<file path="config.mk">
export PLATFORM = sky130hd
export DESIGN_NAME = sipo_shift_arb_flat
export DESIGN_NICKNAME = d
export VERILOG_FILES = /design/src/rtl/sipo_shift_arb_if.sv /design/src/rtl/sipo_shift_arb.sv /design/src/flat_wrapper.sv
export SDC_FILE = /design/constraint.sdc
export NUM_CORES = 1
export LEC_CHECK = 0
export ABC_AREA = 1
export CORE_ASPECT_RATIO = 0.6
export CORE_MARGIN = 2
export CORE_UTILIZATION = 34
export CTS_CLUSTER_SIZE = 25
export DETAILED_ROUTE_END_ITERATION = 16
export PLACE_DENSITY = 0.59
export SLEW_MARGIN = 20
export SYNTH_ARGS = -nofsm -noshare
export SYNTH_HDL_FRONTEND = slang
export SYNTH_SLANG_ARGS = --single-unit
</file>
<file path="constraint.sdc">
create_clock -name clock -period 1.8 [get_ports clock]
set_clock_uncertainty 0.15 [all_clocks]
set_input_delay 0.18 -clock clock [delete_from_list [all_inputs] [get_ports clock]]
set_output_delay 0.18 -clock clock [all_outputs]
set_load 0.005 [all_outputs]
</file>
<file path="src/rtl/sipo_shift_arb_if.sv">
// sipo_shift_arb_if: requester, SIPO-pin and response signals of sipo_shift_arb
//   requester A/B : req_*, dir_*, word_* in; gnt_* out (one-cycle pulse)
//   SIPO pins     : sipo_load, sipo_dir, sipo_data out; sipo_q in
//   response      : busy, rsp_valid, rsp_data, rsp_id out
//   slave = the arbiter, master = the requesters plus SIPO side
interface sipo_shift_arb_if #(parameter int WIDTH = 4);
   logic             req_a;
   logic             req_b;
   logic             dir_a;
   logic             dir_b;
   logic [WIDTH-1:0] word_a;
   logic [WIDTH-1:0] word_b;
   logic             gnt_a;
   logic             gnt_b;
   logic             sipo_load;
   logic             sipo_dir;
   logic             sipo_data;
   logic [WIDTH-1:0] sipo_q;
   logic             busy;
   logic             rsp_valid;
   logic [WIDTH-1:0] rsp_data;
   logic             rsp_id;
   modport slave (
      input  req_a, req_b, dir_a, dir_b, word_a, word_b, sipo_q,
      output gnt_a, gnt_b, sipo_load, sipo_dir, sipo_data, busy, rsp_valid, rsp_data, rsp_id
   );
   modport master (
      output req_a, req_b, dir_a, dir_b, word_a, word_b, sipo_q,
      input  gnt_a, gnt_b, sipo_load, sipo_dir, sipo_data, busy, rsp_valid, rsp_data, rsp_id
   );
endinterface

</file>
<file path="src/rtl/sipo_shift_arb.sv">
// sipo_shift_arb: two-requester arbiter that serializes a word into a shared SIPO and returns its parallel output
//   clock : rising-edge clock
//   reset : asynchronous active-low reset
//   bus   : sipo_shift_arb_if.slave (requests/grants, SIPO pins, response)
//   SIPO_ARB_FIXED_PRIO_EN defined -> A always wins a tie; undefined -> round-robin
module sipo_shift_arb #(
   parameter int WIDTH = 4
) (
   input logic           clock,
   input logic           reset,
   sipo_shift_arb_if.slave bus
);
   localparam int CW = WIDTH > 1 ? $clog2(WIDTH) : 1;
   typedef enum logic [1:0] {IDLE, SHIFT, DONE} state_t;
   state_t           state;
   logic [CW-1:0]    cnt;
   logic [WIDTH-1:0] sh;
   logic             pick_b;
   logic             dir_sel;
   logic [WIDTH-1:0] word_sel;
   logic [WIDTH-1:0] order;
`ifdef SIPO_ARB_FIXED_PRIO_EN
   assign pick_b = bus.req_b & ~bus.req_a;
`else
   logic last_b;
   assign pick_b = bus.req_b & (~bus.req_a | ~last_b);
`endif
   // order[0] is always the first bit on the wire, so SHIFT just streams LSB-first
   always_comb begin
      word_sel = pick_b ? bus.word_b : bus.word_a;
      dir_sel  = pick_b ? bus.dir_b : bus.dir_a;
      order    = word_sel;
      for (int i = 0; i < WIDTH; i++)
         order[i] = dir_sel ? word_sel[i] : word_sel[WIDTH-1-i];
   end
   always_ff @(posedge clock or negedge reset) begin
      if (!reset) begin
         state         <= IDLE;
         cnt           <= '0;
         sh            <= '0;
         bus.gnt_a     <= 1'b0;
         bus.gnt_b     <= 1'b0;
         bus.sipo_load <= 1'b0;
         bus.sipo_dir  <= 1'b0;
         bus.sipo_data <= 1'b0;
         bus.busy      <= 1'b0;
         bus.rsp_valid <= 1'b0;
         bus.rsp_data  <= '0;
         bus.rsp_id    <= 1'b0;
`ifndef SIPO_ARB_FIXED_PRIO_EN
         last_b        <= 1'b1;
`endif
      end else begin
         bus.gnt_a     <= 1'b0;
         bus.gnt_b     <= 1'b0;
         bus.rsp_valid <= 1'b0;
         case (state)
            IDLE: if (bus.req_a | bus.req_b) begin
               state         <= SHIFT;
               cnt           <= '0;
               sh            <= order >> 1;
               bus.gnt_a     <= ~pick_b;
               bus.gnt_b     <= pick_b;
               bus.rsp_id    <= pick_b;
               bus.busy      <= 1'b1;
               bus.sipo_load <= 1'b1;
               bus.sipo_dir  <= dir_sel;
               bus.sipo_data <= order[0];
`ifndef SIPO_ARB_FIXED_PRIO_EN
               last_b        <= pick_b;
`endif
            end
            SHIFT: if (cnt == CW'(WIDTH - 1)) begin
               // last bit has been clocked into the SIPO; freeze it for one cycle
               state         <= DONE;
               cnt           <= '0;
               bus.sipo_load <= 1'b0;
               bus.sipo_data <= 1'b0;
            end else begin
               cnt           <= cnt + 1'b1;
               sh            <= sh >> 1;
               bus.sipo_data <= sh[0];
            end
            DONE: begin
               state         <= IDLE;
               bus.busy      <= 1'b0;
               bus.rsp_valid <= 1'b1;
               bus.rsp_data  <= bus.sipo_q;
            end
            default: state <= IDLE;
         endcase
      end
   end
endmodule
</file>
<file path="src/flat_wrapper.sv">
// flat-port wrapper written by rule: the top's interface ports become plain ports
module sipo_shift_arb_flat 
#(
   parameter int WIDTH = 4
)
  (clock, reset, bus_req_a, bus_req_b, bus_dir_a, bus_dir_b, bus_word_a, bus_word_b, bus_sipo_q, bus_gnt_a, bus_gnt_b, bus_sipo_load, bus_sipo_dir, bus_sipo_data, bus_busy, bus_rsp_valid, bus_rsp_data, bus_rsp_id);
  sipo_shift_arb_if #(.WIDTH(WIDTH)) bus_i ();
  input logic clock;
  input logic reset;
  input wire logic [$bits(bus_i.req_a)-1:0] bus_req_a;
  input wire logic [$bits(bus_i.req_b)-1:0] bus_req_b;
  input wire logic [$bits(bus_i.dir_a)-1:0] bus_dir_a;
  input wire logic [$bits(bus_i.dir_b)-1:0] bus_dir_b;
  input wire logic [$bits(bus_i.word_a)-1:0] bus_word_a;
  input wire logic [$bits(bus_i.word_b)-1:0] bus_word_b;
  input wire logic [$bits(bus_i.sipo_q)-1:0] bus_sipo_q;
  output wire logic [$bits(bus_i.gnt_a)-1:0] bus_gnt_a;
  output wire logic [$bits(bus_i.gnt_b)-1:0] bus_gnt_b;
  output wire logic [$bits(bus_i.sipo_load)-1:0] bus_sipo_load;
  output wire logic [$bits(bus_i.sipo_dir)-1:0] bus_sipo_dir;
  output wire logic [$bits(bus_i.sipo_data)-1:0] bus_sipo_data;
  output wire logic [$bits(bus_i.busy)-1:0] bus_busy;
  output wire logic [$bits(bus_i.rsp_valid)-1:0] bus_rsp_valid;
  output wire logic [$bits(bus_i.rsp_data)-1:0] bus_rsp_data;
  output wire logic [$bits(bus_i.rsp_id)-1:0] bus_rsp_id;
  assign bus_i.req_a = bus_req_a;
  assign bus_i.req_b = bus_req_b;
  assign bus_i.dir_a = bus_dir_a;
  assign bus_i.dir_b = bus_dir_b;
  assign bus_i.word_a = bus_word_a;
  assign bus_i.word_b = bus_word_b;
  assign bus_i.sipo_q = bus_sipo_q;
  assign bus_gnt_a = bus_i.gnt_a;
  assign bus_gnt_b = bus_i.gnt_b;
  assign bus_sipo_load = bus_i.sipo_load;
  assign bus_sipo_dir = bus_i.sipo_dir;
  assign bus_sipo_data = bus_i.sipo_data;
  assign bus_busy = bus_i.busy;
  assign bus_rsp_valid = bus_i.rsp_valid;
  assign bus_rsp_data = bus_i.rsp_data;
  assign bus_rsp_id = bus_i.rsp_id;
  sipo_shift_arb #(.WIDTH(WIDTH)) u_core (.clock(clock), .reset(reset), .bus(bus_i));
endmodule
</file>
==> After elaboration in Yosys (flattened, before gate mapping) <==
Index checks and enable logic that the tools add are counted.
W data, S select, Z words.
{ "word_totals": {"out_inout_bits": 12, "reg_bits": 21, "word_cells": 62} }
{ "classes": {"eq_ne": 6, "n_bitwise": 6, "n_reduce_logical": 9, "n_addsub": 1, "mux": 27} }
{ "op_table": {"columns": ["op", "n"], "rows": [
  ["$mux W1", 14],
  ["$mux W4", 3],
  ["$mux W2", 4],
  ["$pmux W2 S2", 2],
  ["$pmux W4 S2", 1],
  ["$reduce_and A2 Y1", 4],
  ["$pmux W1 S2", 3],
  ["$reduce_and A3 Y1", 2],
  ["$eq A2 B2 Y1 const B", 2],
  ["$ne A2 B1 Y1 const B", 2],
  ["$reduce_bool A2 Y1", 2],
  ["$not A1 Y1", 3],
  ["$add A2 B1 Y2 const B", 1],
  ["$eq A2 B1 Y1 const B", 1],
  ["$logic_not A2 Y1", 1],
  ["$ne A2 B2 Y1 const B", 1],
  ["$or A1 B1 Y1", 2],
  ["$and A1 B1 Y1", 1]
]} }

==> Logic depth before layout (Yosys ltp) <==
Gate-level depths: netlist (run 1).
{ "depth": {"depth_word": 7, "mapped_depth": 8} }

==> Worst setup path before layout (run 1) <==
Ideal clock, no wire load.
{ "synth_timing": {"path_type": "flip-flop to flip-flop", "start": "register u_core.last_b", "end": "register u_core.sh[2]", "setup_slack_ns": 0.468, "setup_ns": 0.121, "path_stages_with_launch": 8, "arrival_ns": 1.062, "required_time_ns": 1.529, "period_less_slack_ns": 1.332, "cell_sequence": "dfstp_2 > nand2_2 > nand2_4 > nand2_1 > nand2_1 > nand2_1 > nand3_1 > o21ai_1"} }
{ "synth_between": {"elab_chain_len": 7} }
{ "synth_lines": {"columns": ["element", "line_no", "source"], "rows": [
  ["start, declared", "sipo_shift_arb.sv:25", "logic last_b;"],
  ["start signal, assigned", "sipo_shift_arb.sv:70", "last_b <= pick_b;"],
  ["$not A1 Y1 *", "sipo_shift_arb.sv:26", "assign pick_b = bus.req_b & (~bus.req_a | ~last_b);"],
  ["$or A1 B1 Y1 *", "sipo_shift_arb.sv:26", null],
  ["$and A1 B1 Y1 *", "sipo_shift_arb.sv:26", null],
  ["$mux W4 or $mux W1 (tied branches)", "sipo_shift_arb.sv:30, sipo_shift_arb.sv:31", null],
  ["$mux W1 *", "sipo_shift_arb.sv:34", "order[i] = dir_sel ? word_sel[i] : word_sel[WIDTH-1-i];"],
  ["$mux W4 *", "sipo_shift_arb.sv:58", "IDLE: if (bus.req_a | bus.req_b) begin"],
  ["$pmux W4 S2 *", "sipo_shift_arb.sv:57", "case (state)"],
  ["end signal, assigned", "sipo_shift_arb.sv:61", "sh <= order >> 1;"],
  ["end signal, assigned", "sipo_shift_arb.sv:81", "sh <= sh >> 1;"],
  ["end, declared", "sipo_shift_arb.sv:17", "logic [WIDTH-1:0] sh;"]
]} }
Mark *: on every way between the ends. The rest lies on a longest branch, timed or not. The select of a mux whose other input is x is not followed.
A chain may end at the register's enable or synchronous reset.

==> Worst setup path after layout (run 1) <==
{ "layout_timing": {"start": "register u_core.last_b", "end": "register u_core.sh[1]"} }
The elaborated chain is that of the path after synthesis.

==> results of run 1 <==
## critical path, stage by stage, from the launching register on
cell	delay (ps)
dfstp_2	550
nand2_2	120
nand2_4	140
nand2_1	70
nand2_1	140
nand2_1	70
nand3_1	80
nand2_1	50
nand2_1	50
## per-layer routing
layer  routed length (um)  part of all wire, %
met1                 1053                   51
met2                  912                   44
met3                  108                  5.2
met4                    8                 0.38
met5                    0                    0
## kinds of logic (layout without fill, tap and decap cells)
logic type,after synthesis,after routing
simple gates,70,70
buf+inv,15,50
compound gates,9,9
fa+ha+maj,1,1
mux,1,1
flops,20,20
## how the worst max path moves through the flow
stage	startpoint	slack, ps	to
after CTS	u_core.last_b$_DFFE_PN1P_	300	u_core.sh[1]$_DFFE_PN0P_
after detailed placement	bus_req_b	50	u_core.bus.rsp_id$_DFFE_PN0P_
after global routing	u_core.last_b$_DFFE_PN1P_	170	u_core.sh[1]$_DFFE_PN0P_
after floorplan	u_core.last_b$_DFFE_PN1P_	470	u_core.sh[2]$_DFFE_PN0P_
after global placement	bus_req_b	30	u_core.bus.sipo_dir$_DFFE_PN0P_
final	u_core.last_b$_DFFE_PN1P_	310	u_core.sh[1]$_DFFE_PN0P_
## flip-flops by register name, indices dropped and copies added, names as in the netlist
register              cells
u_core.sh                 3
u_core.bus.gnt_a          1
u_core.bus.sipo_load      1
u_core.bus.busy           1
u_core.bus.sipo_data      1
u_core.bus.sipo_dir       1
u_core.bus.rsp_valid      1
u_core.bus.gnt_b          1
u_core.cnt                2
u_core.state              2
u_core.bus.rsp_id         1
u_core.last_b             1
u_core.bus.rsp_data       4
## cells in the mapped netlist, drive strengths merged
cell	count
nor3	1
buf	1
ha	1
inv	14
nand2	50
nand3	8
nand3b	2
mux2i	1
o21ai	5
dfstp	1
a21oi	3
nor2	9
a21boi	1
dfrtp	19
## final cells by class
cell class	instances	area [um2]	share of cell area [%]
Sequential cell	20	501.7	36.03
Multi-Input combinational cell	81	411.6	29.56
Timing Repair Buffer	32	312.8	22.46
Inverter	14	52.55	3.774
Tap cell	34	42.54	3.055
Clock buffer	3	41.29	2.965
Clock inverter	1	30.03	2.156
## per-stage QoR
| step | setup WS (ps) | util [%] |
|---|---|---|
| floorplan | 467.6 | - |
| global placement | 30.05 | 47.25 |
| detailed placement | 53.40 | 47.25 |
| CTS | 299.8 | 49.80 |
| global route | 174.1 | 49.80 |
| finish | 310.2 | 49.80 |
## power groups by stage
stage / Clock, mW / Sequential [mW] / Combinational, mW
floorplan: 0 / 0.780 / 0.514
global placement: 0 / 0.778 / 0.905
detailed placement: 0 / 0.784 / 0.913
CTS: 0.455 / 0.776 / 0.918
global route: 0.474 / 0.799 / 1.03
finish: 0.443 / 0.775 / 0.902
## layout by cell type, fill, tap and decap left out, types with 2 or more instances in the layout
cell type / count
a21oi_1: 3
buf_4: 3
clkbuf_8: 3
clkdlybuf4s50_1: 29
dfrtp_1: 19
inv_1: 10
inv_2: 4
nand2_1: 47
nand2_4: 2
nand3_1: 8
nand3b_1: 2
nor2_1: 4
nor2_2: 2
nor2_4: 3
o21ai_0: 3
==> impl_metrics.json, run 1 <==
{
  "cts.sinks": 20,
  "coreArea_um2": 2796,
  "netSwitchingPower_uw": 716.2,
  "finalNonFillerCells": 185,
  "period_needed_ps": 1490,
  "drc_errors": 0,
  "grt_use_met1_pct": 19.97,
  "viasPerCell": 4.611,
  "numCtsBuffers": 3,
  "initial_core_util_pct": 34.94,
  "hp-class": "input port to async pin",
  "clock_latency_ps": 260,
  "seqPwrFrac_pct": 36.6,
  "cts_resized": 0,
  "fillers": 264,
  "drv_cap": 0,
  "relSlewSlack_pct": 72.39,
  "globalplace.congestion": 0.7751,
  "setup_tns_ps": 0,
  "finalPower_mw": 2.120,
  "netlist_area_um2": 977.2,
  "tightest_slew_ps": 412.9,
  "clockBufferDepth": 2,
  "synth_compound_area_share_pct": 5.250,
  "ctsHoldBuffers": 0,
  "antenna_left": 0,
  "timing.rr.start": "u_core.last_b$_DFFE_PN1P_",
  "whs_ps": 65.35,
  "ys_warn_count": 0,
  "cts_tree": "done",
  "period_share_pct": 82.76,
  "antenna_found_initial": 0,
  "cellPowerDensity_nw_per_um2": 1522,
  "end_kind": "flip-flop",
  "synth_mux_area_share_pct": 1.024,
  "ios": 30,
  "dp_hpwl_um": 1677,
  "reg2regPathDepth": 8,
  "grt_usage_pct": 14.06,
  "wire_per_inst_um": 11.26,
  "diodes": 0,
  "yosys_register_bits": 20,
  "grt_pass1_wl_um": 3443,
  "ir_drop_mv": 0.6939,
  "synth_top_family_by_area": "simple AND/OR/NAND/NOR gates",
  "status": "complete, no violations",
  "wirelength_um": 2084,
  "slew_viol_final": 0,
  "fp.dieH_um": 45.53,
  "use_met3_pct": 4.867,
  "cts_setup_buffers": 0,
  "syn_to_final_growth_pct": 42.51,
  "worst_ep_arrival_time_ps": 1540,
  "ys_seq_area_share_pct": 51.34,
  "final_nets": 171,
  "rsz0062_at_grt": "no",
  "die_w_um": 73.21,
  "dr_total_vias": 853,
  "rrSetupSlack_ps": 310,
  "die_area_um2": 3333,
  "ctsRootBufferMaster": "clkbuf_8",
  "overflow": 0,
  "grt_start_max_net_pins": 13,
  "synth_area_per_cell_um2": 8.424,
  "dp_cells": 181,
  "leakagePower_nw": 0.6688,
  "p_int_mw": 1.403,
  "synthXorXnorAreaFrac_pct": 0,
  "synth_top_area_cell": "dfrtp_1",
  "stdcell_area_um2": 1393,
  "row_count": 15,
  "synth_area_leaders": "dfrtp_1 49%, nand2_1 18%, nand3_1 4.1%",
  "worst_setup_path_start_kind": "flip-flop",
  "synthSimpleGateAreaFrac_pct": 34.57,
  "drt_iter0_drc": 25,
  "grt_pass1_vias": 773,
  "crit_path_max_fanout": 8,
  "final_layout_size_suffix_gt1_share_pct": 14.57,
  "portBuffers": 29,
  "first_pass_iters": 4,
  "clk_pin_slew_worst_paths_ps": 70,
  "combPwrFrac_pct": 42.5,
  "cts_max_level": 1,
  "sw_frac_of_total_pct": 33.79,
  "hold_violations": 0,
  "crit_type": "flip-flop to flip-flop",
  "rr_endpoint": "u_core.sh[1]$_DFFE_PN0P_",
  "power.share.clock_pct": 20.9,
  "syn_nets": 135,
  "syn_inst": 116,
  "gr-usage-met2_pct": 20.72,
  "setup_viol": 0,
  "synth_cell_types": 21,
  "synthAdderAreaFrac_pct": 1.280,
  "postPlaceCellArea_um2": 1321,
  "worstPathRequired_ps": 1850,
  "yosysTopAreaCellShare_pct": 48.66,
  "top_usage_layer": "met2",
  "max_freq_mhz": 671.2
}
(Power assumes the default switching activity.)
==> inputs of run 2 (changes only) <==
--- a/config.mk
+++ b/config.mk
@@ -11,7 +11,7 @@
 export CORE_UTILIZATION = 34
 export CTS_CLUSTER_SIZE = 25
 export DETAILED_ROUTE_END_ITERATION = 16
-export PLACE_DENSITY = 0.59
+export PLACE_DENSITY = 0.62
 export SLEW_MARGIN = 20
 export SYNTH_ARGS = -nofsm -noshare
 export SYNTH_HDL_FRONTEND = slang
==> constraint.sdc (replaced) <==
create_clock -name clock -period 1.3 [get_ports clock]
set_clock_uncertainty 0.15 [all_clocks]
set_input_delay 0.13 -clock clock [delete_from_list [all_inputs] [get_ports clock]]
set_output_delay 0.13 -clock clock [all_outputs]
set_load 0.005 [all_outputs]
==> run 2 against run 1 <==
  * The flow now finishes with violations (negative setup slack)
  * Clock power is 40% higher
  * Flip-flop and latch count stayed put
  * Count of clock-buffer cells in the layout did not move
  * Via count up 2.7%
  * Sequential power is 38% higher
  * Register-to-register slack lost 400 ps
  * Global-route usage is 0.87 points higher
  * Hold slack got worse by 8.1 ps
  * Critical path type unchanged
  * Critical endpoint is now u_core.bus.sipo_data$_DFFE_PN0P_
  * Largest cell class unchanged
  * Largest power group unchanged
  * Highest routed layer unchanged
==> impl_metrics.json, run 2 (synthesis gave the netlist of run 1 again) <==
{
  "startpoint": "u_core.last_b$_DFFE_PN1P_",
  "cellPowerDensity_nw_per_um2": 2031,
  "portBuffers": 29,
  "clockBufferDepth": 2,
  "die_w_um": 73.21,
  "end_kind": "flip-flop",
  "grt_start_max_net_pins": 21,
  "relSlewSlack_pct": 78.87,
  "finalPower_mw": 3.064,
  "slew_viol_final": 0,
  "crit_path_max_fanout": 8,
  "numCtsBuffers": 3,
  "leakagePower_nw": 0.7559,
  "clock_latency_ps": 260,
  "grt_pass1_vias": 818,
  "die_area_um2": 3333,
  "pre_cts_slack_ps": -298.9,
  "ctsRootBufferMaster": "clkbuf_8",
  "cts_max_level": 1,
  "antenna_found_initial": 0,
  "drc_errors": 0,
  "clk_pin_slew_worst_paths_ps": 80,
  "first_pass_iters": 4,
  "rrSetupSlack_ps": -90,
  "max_freq_mhz": 720.7,
  "power.share.clock_pct": 20.2,
  "crit_type": "flip-flop to flip-flop",
  "viasPerCell": 4.515,
  "endpoint": "u_core.bus.sipo_data$_DFFE_PN0P_",
  "grt_pass1_wl_um": 3705,
  "syn_to_final_growth_pct": 54.42,
  "period_share_pct": 106.7,
  "violations": "negative setup slack",
  "cts.sinks": 20,
  "rsz0062_at_grt": "yes",
  "final_nets": 180,
  "final_cell_mix": "39 x nand2_1, 18 x dfrtp_1, 15 x clkdlybuf4s50_1, 14 x dlygate4sd2_1, 11 x buf_4",
  "timing.rr.start": "u_core.last_b$_DFFE_PN1P_",
  "worst_ep_arrival_time_ps": 1380,
  "final_common_cell": "nand2_1",
  "netSwitchingPower_mw": 1.073,
  "reg.largest.list": "u_core.bus.rsp_data (4), u_core.sh (3)",
  "combPwrFrac_pct": 45.0,
  "drt_iter0_drc": 58,
  "initial_core_util_pct": 34.94,
  "largest_reg_flops": 4,
  "tightest_slew_ps": 316.9,
  "finalWorstSetupSlack_ps": -87.49,
  "ctsHoldBuffers": 0,
  "wirelength_um": 2224,
  "final_layout_size_suffix_gt1_share_pct": 26.25,
  "wire_per_inst_um": 11.46,
  "dp_hpwl_um": 1672,
  "grt_usage_pct": 14.93,
  "rr_endpoint": "u_core.bus.sipo_data$_DFFE_PN0P_",
  "worst_setup_path_start_kind": "flip-flop",
  "p_int_mw": 1.991,
  "fp.dieH_um": 45.53,
  "worstPathRequired_ps": 1290,
  "status": "finished, violations left",
  "row_count": 15,
  "sw_frac_of_total_pct": 35.01,
  "hp-class": "input port to async pin",
  "setup_tns_ps": -338.7,
  "hold_violations": 0,
  "antenna_left": 0,
  "ir_drop_mv": 0.8949,
  "dr_total_vias": 876,
  "drv_cap": 0,
  "coreArea_um2": 2796,
  "diodes": 0,
  "reg2regPathDepth": 7,
  "overflow": 0,
  "seqPwrFrac_pct": 34.8,
  "regMostFlops": "u_core.bus.rsp_data",
  "setup_viol": 6,
  "ios": 30,
  "globalplace.congestion": 0.8266,
  "period_needed_ps": 1387,
  "cts_tree": "done"
}
==> run 2: cell types whose count changed in the layout (fill, tap and decap cells not counted), moves of 2 or more <==
| cell | previous run | this run |
|---|---|---|
| nand2_2 | 1 | 6 |
| dlygate4sd2_1 | 0 | 14 |
| buf_4 | 3 | 11 |
| nand2_1 | 47 | 39 |
| nand2_4 | 2 | 4 |
| clkdlybuf4s50_1 | 29 | 15 |
==> run 2: how the worst min path moves through the flow <==
stage,to,slack [ps],start
2_1_floorplan,u_core.bus.busy$_DFFE_PN0P_,-320,reset
3_3_place_gp,u_core.bus.rsp_data[0]$_DFFE_PN0P_,300,u_core.bus.rsp_data[0]$_DFFE_PN0P_
3_5_place_dp,u_core.bus.rsp_data[1]$_DFFE_PN0P_,310,u_core.bus.rsp_data[1]$_DFFE_PN0P_
4_1_cts,u_core.bus.busy$_DFFE_PN0P_,60,reset
5_1_grt,u_core.bus.busy$_DFFE_PN0P_,60,reset
6_report,u_core.bus.sipo_dir$_DFFE_PN0P_,60,reset
==> run 2: layer usage <==
layer  GRT usage, %  part of all wire (%)  vias up
li1               -                     -      446
met1          20.19                    49      414
met2          23.78                    47       14
met3          5.310                   4.1        2
met4          2.222                  0.18        0
met5              0                     0        -
==> run 2: final cells by class <==
cell class              count  area [um2]
clock buffers               3       41.29
flip-flops and latches     20       503.0
multi-input cells          81       464.2
repair buffers             41       375.4
well taps                  34       42.54
fillers                   250        1287
clock inverters             1       30.03
inverters                  14       52.55
==> run 2: power groups by stage <==
stage                     Sequential [mW]  Combinational (mW)  Clock [mW]
final                                1.07                1.38       0.618
after global routing                 1.10                1.54       0.667
after CTS                            1.07                1.34       0.637
after detailed placement             1.09                1.37           0
after global placement               1.08                1.34           0
after floorplan                      1.09               0.719           0
==> run 2: timing repair <==
| item | in CTS | in global routing |
|---|---|---|
| resized for setup | 18 | 8 |
| setup endpoints to repair | 19 | 11 |
| pin swaps | 9 | 7 |
| buffers inserted | 4 | 0 |
==> run 2: worst max-delay path: stages, from the launching register on <==
cell and delay [ps]:
dfstp_2 560, nand2_4 100, nand2_8 100, nand2_2 70, nand2_4 70, nand2_1 60, nand3_1 100, a21oi_2 50
==> run 2: metrics by stage <==
step,hold slack [ps],utilization [%],area (um2),std cells
2_1_floorplan,-315.6,-,987.2,116
3_3_place_gp,304.7,49.40,1381,186
3_5_place_dp,312.8,49.40,1381,186
4_1_cts,57.05,52.71,1474,194
5_1_grt,62.94,53.96,1509,194
6_report,57.25,53.96,1509,194
